**src/rtl/vfd_video_pkg.sv**
```systemverilog
// Shared definitions for the VFD video scan-out path.
// Holds the default 640x480@60 timing, frame totals, framebuffer size and
// the RGB332 -> RGB888 expansion used by the scan-out stage (and any later
// overlay/OSD stage that needs the same colour mapping).
package vfd_video_pkg;

  localparam int unsigned DEF_H_ACTIVE = 640;
  localparam int unsigned DEF_H_FP     = 16;
  localparam int unsigned DEF_H_SYNC   = 96;
  localparam int unsigned DEF_H_BP     = 48;
  localparam int unsigned DEF_V_ACTIVE = 480;
  localparam int unsigned DEF_V_FP     = 10;
  localparam int unsigned DEF_V_SYNC   = 2;
  localparam int unsigned DEF_V_BP     = 33;

  localparam int unsigned H_TOTAL   = DEF_H_ACTIVE + DEF_H_FP + DEF_H_SYNC + DEF_H_BP;
  localparam int unsigned V_TOTAL   = DEF_V_ACTIVE + DEF_V_FP + DEF_V_SYNC + DEF_V_BP;
  localparam int unsigned FB_PIXELS = DEF_H_ACTIVE * DEF_V_ACTIVE;

  // Bit replication keeps full-scale codes at full scale (7 -> FF, 3 -> FF).
  function automatic logic [23:0] rgb332_to_rgb888(input logic [7:0] d);
    return {d[7:5], d[7:5], d[7:6],
            d[4:2], d[4:2], d[4:3],
            {4{d[1:0]}}};
  endfunction

endpackage

```
**src/rtl/vfd_video_out_if.sv**
```systemverilog
// Framebuffer VRAM read port between the scan-out stage and the VRAM.
//   vram_addr : 19-bit linear read address (y*H_ACTIVE + x)
//   vram_data : RGB332 read data, valid 1 clk after vram_addr changes
// master = scan-out (drives the address), slave = VRAM (returns data).
interface vfd_video_out_if;
  logic [18:0] vram_addr;
  logic [7:0]  vram_data;

  modport master (output vram_addr, input vram_data);
  modport slave  (input vram_addr, output vram_data);
endinterface

```
**src/rtl/vfd_video_timing.sv**
```systemverilog
// Raster timing generator for the VFD scan-out.
// Runs hcnt/vcnt on ce_pix ticks, computes sync/blank windows into stage-1
// registers, then advances them to the output registers one tick later so
// they line up with the colour captured in the top level.
// Ports:
//   clk, reset (sync, active high), ce_pix (pixel tick)
//   cur_active  : current counter position is inside the visible area
//   at_origin   : counters sit at h=0, v=0
//   s1_de       : stage-1 display enable (gates colour at output)
//   s1_odd      : stage-1 line parity (vcnt[0])
//   hsync, vsync, hblank, vblank, de, frame_start : registered outputs
module vfd_video_timing import vfd_video_pkg::*; #(
  parameter int unsigned H_ACTIVE = DEF_H_ACTIVE,
  parameter int unsigned H_FP     = DEF_H_FP,
  parameter int unsigned H_SYNC   = DEF_H_SYNC,
  parameter int unsigned H_BP     = DEF_H_BP,
  parameter int unsigned V_ACTIVE = DEF_V_ACTIVE,
  parameter int unsigned V_FP     = DEF_V_FP,
  parameter int unsigned V_SYNC   = DEF_V_SYNC,
  parameter int unsigned V_BP     = DEF_V_BP
) (
  input  logic clk,
  input  logic reset,
  input  logic ce_pix,
  output logic cur_active,
  output logic at_origin,
  output logic s1_de,
  output logic s1_odd,
  output logic hsync,
  output logic vsync,
  output logic hblank,
  output logic vblank,
  output logic de,
  output logic frame_start
);

  localparam logic [9:0] HA  = 10'(H_ACTIVE);
  localparam logic [9:0] HS0 = 10'(H_ACTIVE + H_FP);
  localparam logic [9:0] HS1 = 10'(H_ACTIVE + H_FP + H_SYNC);
  localparam logic [9:0] HL  = 10'(H_ACTIVE + H_FP + H_SYNC + H_BP - 1);
  localparam logic [9:0] VA  = 10'(V_ACTIVE);
  localparam logic [9:0] VS0 = 10'(V_ACTIVE + V_FP);
  localparam logic [9:0] VS1 = 10'(V_ACTIVE + V_FP + V_SYNC);
  localparam logic [9:0] VL  = 10'(V_ACTIVE + V_FP + V_SYNC + V_BP - 1);

  logic [9:0] hcnt, vcnt;
  logic       s1_valid, s1_hblank, s1_vblank, s1_hsync, s1_vsync, s1_fs;

  assign cur_active = (hcnt < HA) && (vcnt < VA);
  assign at_origin  = (hcnt == 10'd0) && (vcnt == 10'd0);
  assign s1_de      = s1_valid && !s1_hblank && !s1_vblank;

  always_ff @(posedge clk) begin
    if (reset) begin
      hcnt        <= '0;
      vcnt        <= '0;
      s1_valid    <= 1'b0;
      s1_hblank   <= 1'b1;
      s1_vblank   <= 1'b1;
      s1_hsync    <= 1'b1;
      s1_vsync    <= 1'b1;
      s1_fs       <= 1'b0;
      s1_odd      <= 1'b0;
      hsync       <= 1'b1;
      vsync       <= 1'b1;
      hblank      <= 1'b1;
      vblank      <= 1'b1;
      de          <= 1'b0;
      frame_start <= 1'b0;
    end else begin
      // Pulse lasts exactly one clk: ticks are never on adjacent clks.
      frame_start <= 1'b0;
      if (ce_pix) begin
        hcnt <= (hcnt == HL) ? 10'd0 : hcnt + 10'd1;
        if (hcnt == HL)
          vcnt <= (vcnt == VL) ? 10'd0 : vcnt + 10'd1;

        s1_valid  <= 1'b1;
        s1_hblank <= (hcnt >= HA);
        s1_vblank <= (vcnt >= VA);
        s1_hsync  <= !((hcnt >= HS0) && (hcnt < HS1));
        s1_vsync  <= !((vcnt >= VS0) && (vcnt < VS1));
        s1_fs     <= at_origin;
        s1_odd    <= vcnt[0];

        hsync       <= s1_hsync;
        vsync       <= s1_vsync;
        hblank      <= s1_hblank;
        vblank      <= s1_vblank;
        de          <= s1_de;
        frame_start <= s1_valid && s1_fs;
      end
    end
  end

endmodule

```
**src/rtl/vfd_video_out.sv**
```systemverilog
// VFD video scan-out stage (top).
// Reads RGB332 pixels from the compositor framebuffer, expands them to
// RGB888 and drives 640x480@60 video with syncs, blanking and DE.
// Two-tick pipeline: tick n registers the address for (hcnt,vcnt), tick n+1
// captures the VRAM data together with the matching timing flags.
// Ports:
//   clk, reset (sync, active high), ce_pix (pixel tick, at most every 2nd clk)
//   vram        : framebuffer read port (master side)
//   scanlines   : dim odd lines when VFD_VIDEO_SCANLINE_EN is defined
//   r, g, b     : 8-bit colour, zero outside the active area
//   hsync, vsync: negative-polarity syncs
//   hblank, vblank, de, frame_start
// Build option: VFD_VIDEO_SCANLINE_EN enables scanline dimming; without it
// the scanlines input is ignored.
module vfd_video_out import vfd_video_pkg::*; #(
  parameter int unsigned H_ACTIVE = DEF_H_ACTIVE,
  parameter int unsigned H_FP     = DEF_H_FP,
  parameter int unsigned H_SYNC   = DEF_H_SYNC,
  parameter int unsigned H_BP     = DEF_H_BP,
  parameter int unsigned V_ACTIVE = DEF_V_ACTIVE,
  parameter int unsigned V_FP     = DEF_V_FP,
  parameter int unsigned V_SYNC   = DEF_V_SYNC,
  parameter int unsigned V_BP     = DEF_V_BP
) (
  input  logic                   clk,
  input  logic                   reset,
  input  logic                   ce_pix,
  vfd_video_out_if.master        vram,
  input  logic                   scanlines,
  output logic [7:0]             r,
  output logic [7:0]             g,
  output logic [7:0]             b,
  output logic                   hsync,
  output logic                   vsync,
  output logic                   hblank,
  output logic                   vblank,
  output logic                   de,
  output logic                   frame_start
);

  logic        cur_active, at_origin, s1_de, s1_odd;
  logic [18:0] addr_q;
  logic [23:0] pix;

  vfd_video_timing #(
    .H_ACTIVE (H_ACTIVE), .H_FP (H_FP), .H_SYNC (H_SYNC), .H_BP (H_BP),
    .V_ACTIVE (V_ACTIVE), .V_FP (V_FP), .V_SYNC (V_SYNC), .V_BP (V_BP)
  ) u_timing (
    .clk         (clk),
    .reset       (reset),
    .ce_pix      (ce_pix),
    .cur_active  (cur_active),
    .at_origin   (at_origin),
    .s1_de       (s1_de),
    .s1_odd      (s1_odd),
    .hsync       (hsync),
    .vsync       (vsync),
    .hblank      (hblank),
    .vblank      (vblank),
    .de          (de),
    .frame_start (frame_start)
  );

  // Running linear address: +1 per visible pixel, held through blanking so
  // it parks on the last visible address and never passes the frame size.
  always_ff @(posedge clk) begin
    if (reset)
      addr_q <= '0;
    else if (ce_pix) begin
      if (at_origin)
        addr_q <= '0;
      else if (cur_active)
        addr_q <= addr_q + 19'd1;
    end
  end

  assign vram.vram_addr = addr_q;

  always_comb begin
    pix = rgb332_to_rgb888(vram.vram_data);
`ifdef VFD_VIDEO_SCANLINE_EN
    if (scanlines && s1_odd)
      pix = {1'b0, pix[23:17], 1'b0, pix[15:9], 1'b0, pix[7:1]};
`endif
  end

`ifndef VFD_VIDEO_SCANLINE_EN
  logic unused_scan;
  assign unused_scan = scanlines ^ s1_odd;
`endif

  always_ff @(posedge clk) begin
    if (reset)
      {r, g, b} <= '0;
    else if (ce_pix)
      {r, g, b} <= s1_de ? pix : 24'd0;
  end

endmodule

```
**src/flat_wrapper.sv**
```systemverilog
// flat-port wrapper written by rule: the top's interface ports become plain ports
module vfd_video_out_flat import vfd_video_pkg::*;
#(
  parameter int unsigned H_ACTIVE = DEF_H_ACTIVE,
  parameter int unsigned H_FP     = DEF_H_FP,
  parameter int unsigned H_SYNC   = DEF_H_SYNC,
  parameter int unsigned H_BP     = DEF_H_BP,
  parameter int unsigned V_ACTIVE = DEF_V_ACTIVE,
  parameter int unsigned V_FP     = DEF_V_FP,
  parameter int unsigned V_SYNC   = DEF_V_SYNC,
  parameter int unsigned V_BP     = DEF_V_BP
)
  (clk, reset, ce_pix, scanlines, r, g, b, hsync, vsync, hblank, vblank, de, frame_start, vram_vram_addr, vram_vram_data);
  vfd_video_out_if vram_i ();
  input  logic clk;
  input  logic reset;
  input  logic ce_pix;
  input  logic scanlines;
  output logic [7:0] r;
  output logic [7:0] g;
  output logic [7:0] b;
  output logic hsync;
  output logic vsync;
  output logic hblank;
  output logic vblank;
  output logic de;
  output logic frame_start;
  output wire logic [$bits(vram_i.vram_addr)-1:0] vram_vram_addr;
  input wire logic [$bits(vram_i.vram_data)-1:0] vram_vram_data;
  assign vram_vram_addr = vram_i.vram_addr;
  assign vram_i.vram_data = vram_vram_data;
  vfd_video_out #(.H_ACTIVE(H_ACTIVE), .H_FP(H_FP), .H_SYNC(H_SYNC), .H_BP(H_BP), .V_ACTIVE(V_ACTIVE), .V_FP(V_FP), .V_SYNC(V_SYNC), .V_BP(V_BP)) u_core (.clk(clk), .reset(reset), .ce_pix(ce_pix), .vram(vram_i), .scanlines(scanlines), .r(r), .g(g), .b(b), .hsync(hsync), .vsync(vsync), .hblank(hblank), .vblank(vblank), .de(de), .frame_start(frame_start));
endmodule
```
**config.mk**
```make
export PLATFORM = sky130hd
export DESIGN_NAME = vfd_video_out_flat
export DESIGN_NICKNAME = d
export VERILOG_FILES = /design/src/rtl/vfd_video_pkg.sv /design/src/rtl/vfd_video_out_if.sv /design/src/rtl/vfd_video_timing.sv /design/src/rtl/vfd_video_out.sv /design/src/flat_wrapper.sv
export SDC_FILE = /design/constraint.sdc
export NUM_CORES = 1
export LEC_CHECK = 0
export ABC_AREA = 1
export CORE_UTILIZATION = 35
export CTS_CLUSTER_SIZE = 12
export DETAILED_ROUTE_END_ITERATION = 12
export PLACE_DENSITY = 0.6
export SLEW_MARGIN = 20
export SYNTH_ARGS = -nofsm -noshare
export SYNTH_HDL_FRONTEND = slang
export SYNTH_SLANG_ARGS = --single-unit
```
**constraint.sdc**
```tcl
create_clock -name clk -period 2.35 [get_ports clk]
set_clock_uncertainty 0.1 [all_clocks]
set_input_delay 0.47 -clock clk [delete_from_list [all_inputs] [get_ports clk]]
set_output_delay 0.47 -clock clk [all_outputs]
set_load 0.02 [all_outputs]
```
==> summary.txt <==
Clocking
  • Clock H-tree levels: 3
  • Post-CTS Hold Buffers: 0
  • CTS Root Cell: clkbuf_8
  • Clk buf depth: 2
  • CTS Buf Count: 9
  • Worst-Skew Late Latency: about 0.34 ns
  • Clk sinks: 59
  • CTS tree: built
  • Post-cts resize count: 0
  • Postcts setup bufs: 0
  • Worst-path clk slew: roughly 0.070 ns

Run
  • Max-cap check violation count: 0

Routing
  • DRC: 0
  • Met1 WL: 3207 µm
  • Met2 wire length: 3232 µm
  • DRT Wirelength: 6805 µm
  • DR top layer: met4
  • Iter 0 DRT Violations: 89
  • Antenna Nets Post-Route: 0
  • Drt first pass iters: 5
  • Routed len/inst: roughly 11 µm
  • Via Count: roughly 2800
  • DR WL met3: 297 µm
  • DR vias/cell: between 4 and 5

Finish
  • Commonest non-fill, non-tap cells in the layout: nand2_1 (110), nor2_1 (61), clkdlybuf4s50_1 (59), dfxtp_1 (59), inv_1 (46)
  • Commonest non-fill, non-tap cell in the layout: nand2_1
  • Nets: a little over 500
  • Core Util, Final: a little under half
  • Area grow syn2layout: 27.58%
  • Share of cells above drive strength 1: a little under a tenth
  • N_diodes: 0
  • Final Instance Area: a little under 4000 µm²

Setup path
  • CP Class: flop to primary output
  • Cells along the critical path: clkdlybuf4s50_1
  • CP top delay family: buffers and inverters
  • CP endpoint kind: primary output
  • Crit-path max FO: 6
  • CP Buf/Inv Count: 1
  • Critical-path top delay cell: clkdlybuf4s50_1
  • CP startpoint kind: flop
  • Critical path's largest stage delay: between 0.6 and 0.7 ns
  • Critical Path AT: between 1 and 1.5 ns
  • Worst Path Required: 1.78 ns

Timing
  • Max-slew violations: 0
  • Tightest Pin Transition: slightly below 0.7 ns
  • Crit share post-route: between 80% and 90%
  • Final setup TNS: 0 ns
  • F_max: slightly above 0.5 GHz
  • Hold Vio Cnt, Final: 0
  • Final Setup Violations: 0
  • Worst Slack Setup Final: between 0.3 and 0.4 ns
  • Post-route minimum period: 1.968 ns
  • Unrepaired setup endpoints after global routing: no
  • Relative slew margins: between 50 and 60%

Die
  • Core Rows: 33
  • IO Pins: 61
  • Die width: 94.98 µm
  • Initial Utilization: 36.45%
  • Core Area: 8299 µm²
  • Die Y: roughly 95 µm
  • Die area: approximately 9000 µm²

Global routing
  • Pin count of the biggest net entering global routing: 25
  • GRT Residual Overflow: 0
  • Global routing usage summed across all routing layers: around 16%
  • Initial antenna violation count: 0
  • First-pass GRT wire length: roughly 11000 µm
  • Number of global-route vias before repair: approximately 2600

Power
  • Lkg Pwr: ~1.5 nW
  • Internal Power: 1.735 mW
  • Clock Power Share: a little under half
  • Power Dens Cells: 581.3 nW/µm²
  • Net switching power: 0.5090 mW
  • Sequential Power Share: between 40% and 50%
  • Pwr Total: between 2 and 2.5 mW
  • VDD IR max: 0.2653 mV
  • Net Sw Frac: 22.69%
  • Share of total power in combinational logic: 6.9%

Placement
  • Post-detail-place hpwl: ~5000 µm
  • RePlAce Congestion: about 0.83
  • Placed instance area: about 3600 µm²
  • Place WS: ~0.093 ns
  • PortBufs: 59

Synthesis
  • Yosys reg bits: 59
  • Syn Area/Cell: around 6.8 µm²
  • Mapped Nets: between 400 and 500
  • Synth unique cells: 34
  • Post-synthesis cell area: 3025 µm²
  • Cells after Synth: between 400 and 500
  • Ys Warns: 0
  • Sequential share of the synthesized area: roughly two fifths

Outcome
  • Status: finished clean

Min path
  • Hold Crit Class: flop to flop
-- worst register-to-register path, cell delays in order, from the launching register on --
cell and delay, ns:
dfxtp_1 0.38, ha_1 0.25, nand4_1 0.24, nor2_8 0.25, inv_2 0.07, nand2_2 0.07
nand2_2 0.10, o21ai_0 0.10, nor2_1 0.06
-- state kept, by name (all words and copies together), names as in the netlist, 2 cells and up --
| register | cells |
|---|---|
| u_core.u_timing.vcnt | 10 |
| u_core.vram.vram_addr | 19 |
| u_core.r | 3 |
| u_core.g | 3 |
| u_core.b | 2 |
| u_core.u_timing.hcnt | 10 |
-- Yosys cell counts (all sizes together) --
cell type,number,area [µm²]
a21o,1,7.510
a21oi,34,170.2
a31oi,1,6.260
and3,2,12.51
buf,20,148.9
clkbuf,7,26.28
dfxtp,59,1181
ha,5,62.56
inv,50,187.7
nand2,117,456.7
nand3,32,165.2
nand3b,2,27.53
nand4,8,50.05
nor2,65,272.8
nor3,12,70.07
nor3b,3,22.52
o211ai,1,7.510
o21ai,13,68.82
o21bai,2,15.01
or2,5,31.28
xnor2,1,8.760
xor2,3,26.28
-- metal layers --
| layer | track usage, % | up-vias |
|---|---|---|
| met3 | 4.911 | 7 |
| met4 | 4.545 | 0 |
| li1 | - | 1494 |
| met2 | 27.16 | 56 |
| met5 | 0 | - |
| met1 | 20.20 | 1284 |
-- cells by family after synthesis --
logic type / count (synthesis) / share of synthesized area (%)
flops: 59 / 39.04
buf+inv: 77 / 11.99
compound gates: 52 / 9.099
xor+xnor: 4 / 1.158
simple gates: 246 / 36.64
fa+ha+maj: 5 / 2.068
-- power by group through the flow --
stage,clock network [mW],registers (mW),logic (mW)
floorplan,0,1.06,0.0841
global placement,0,1.05,0.153
detailed placement,0,1.05,0.156
CTS,1.08,1.03,0.156
global route,1.13,1.04,0.172
finish,1.06,1.03,0.154
-- area by class of cell --
class / instances / area (µm²)
Clock buffer: 12 / 155.1
Clock inverter: 4 / 72.57
Fill cell: 857 / 4439
Inverter: 50 / 187.7
Multi-Input combinational cell: 307 / 1481
Sequential cell: 59 / 1181
Tap cell: 105 / 131.4
Timing Repair Buffer: 67 / 650.6
-- per-stage QoR --
step | hold WS (ns) | std cells
finish | 0.3403 | 604
global route | 0.3791 | 604
CTS | 0.3430 | 604
detailed placement | 0.3336 | 588
global placement | 0.3298 | 588
floorplan | 0.3142 | 443
-- worst paths after layout --
kind / start / to / slack [ns] / cells past startpoint
worst max register to register: u_core.u_timing.hcnt[1] / u_core.u_timing.vcnt[2] / 0.60 / 8
worst min-delay path: u_core.u_timing.s1_valid / u_core.u_timing.frame_start / 0.34 / 2
worst min register to register: u_core.u_timing.s1_valid / u_core.u_timing.frame_start / 0.34 / 2
worst max-delay path: u_core.vram.vram_addr[13] / vram_vram_addr[13] / 0.38 / 1
(Power assumes the default switching activity.)
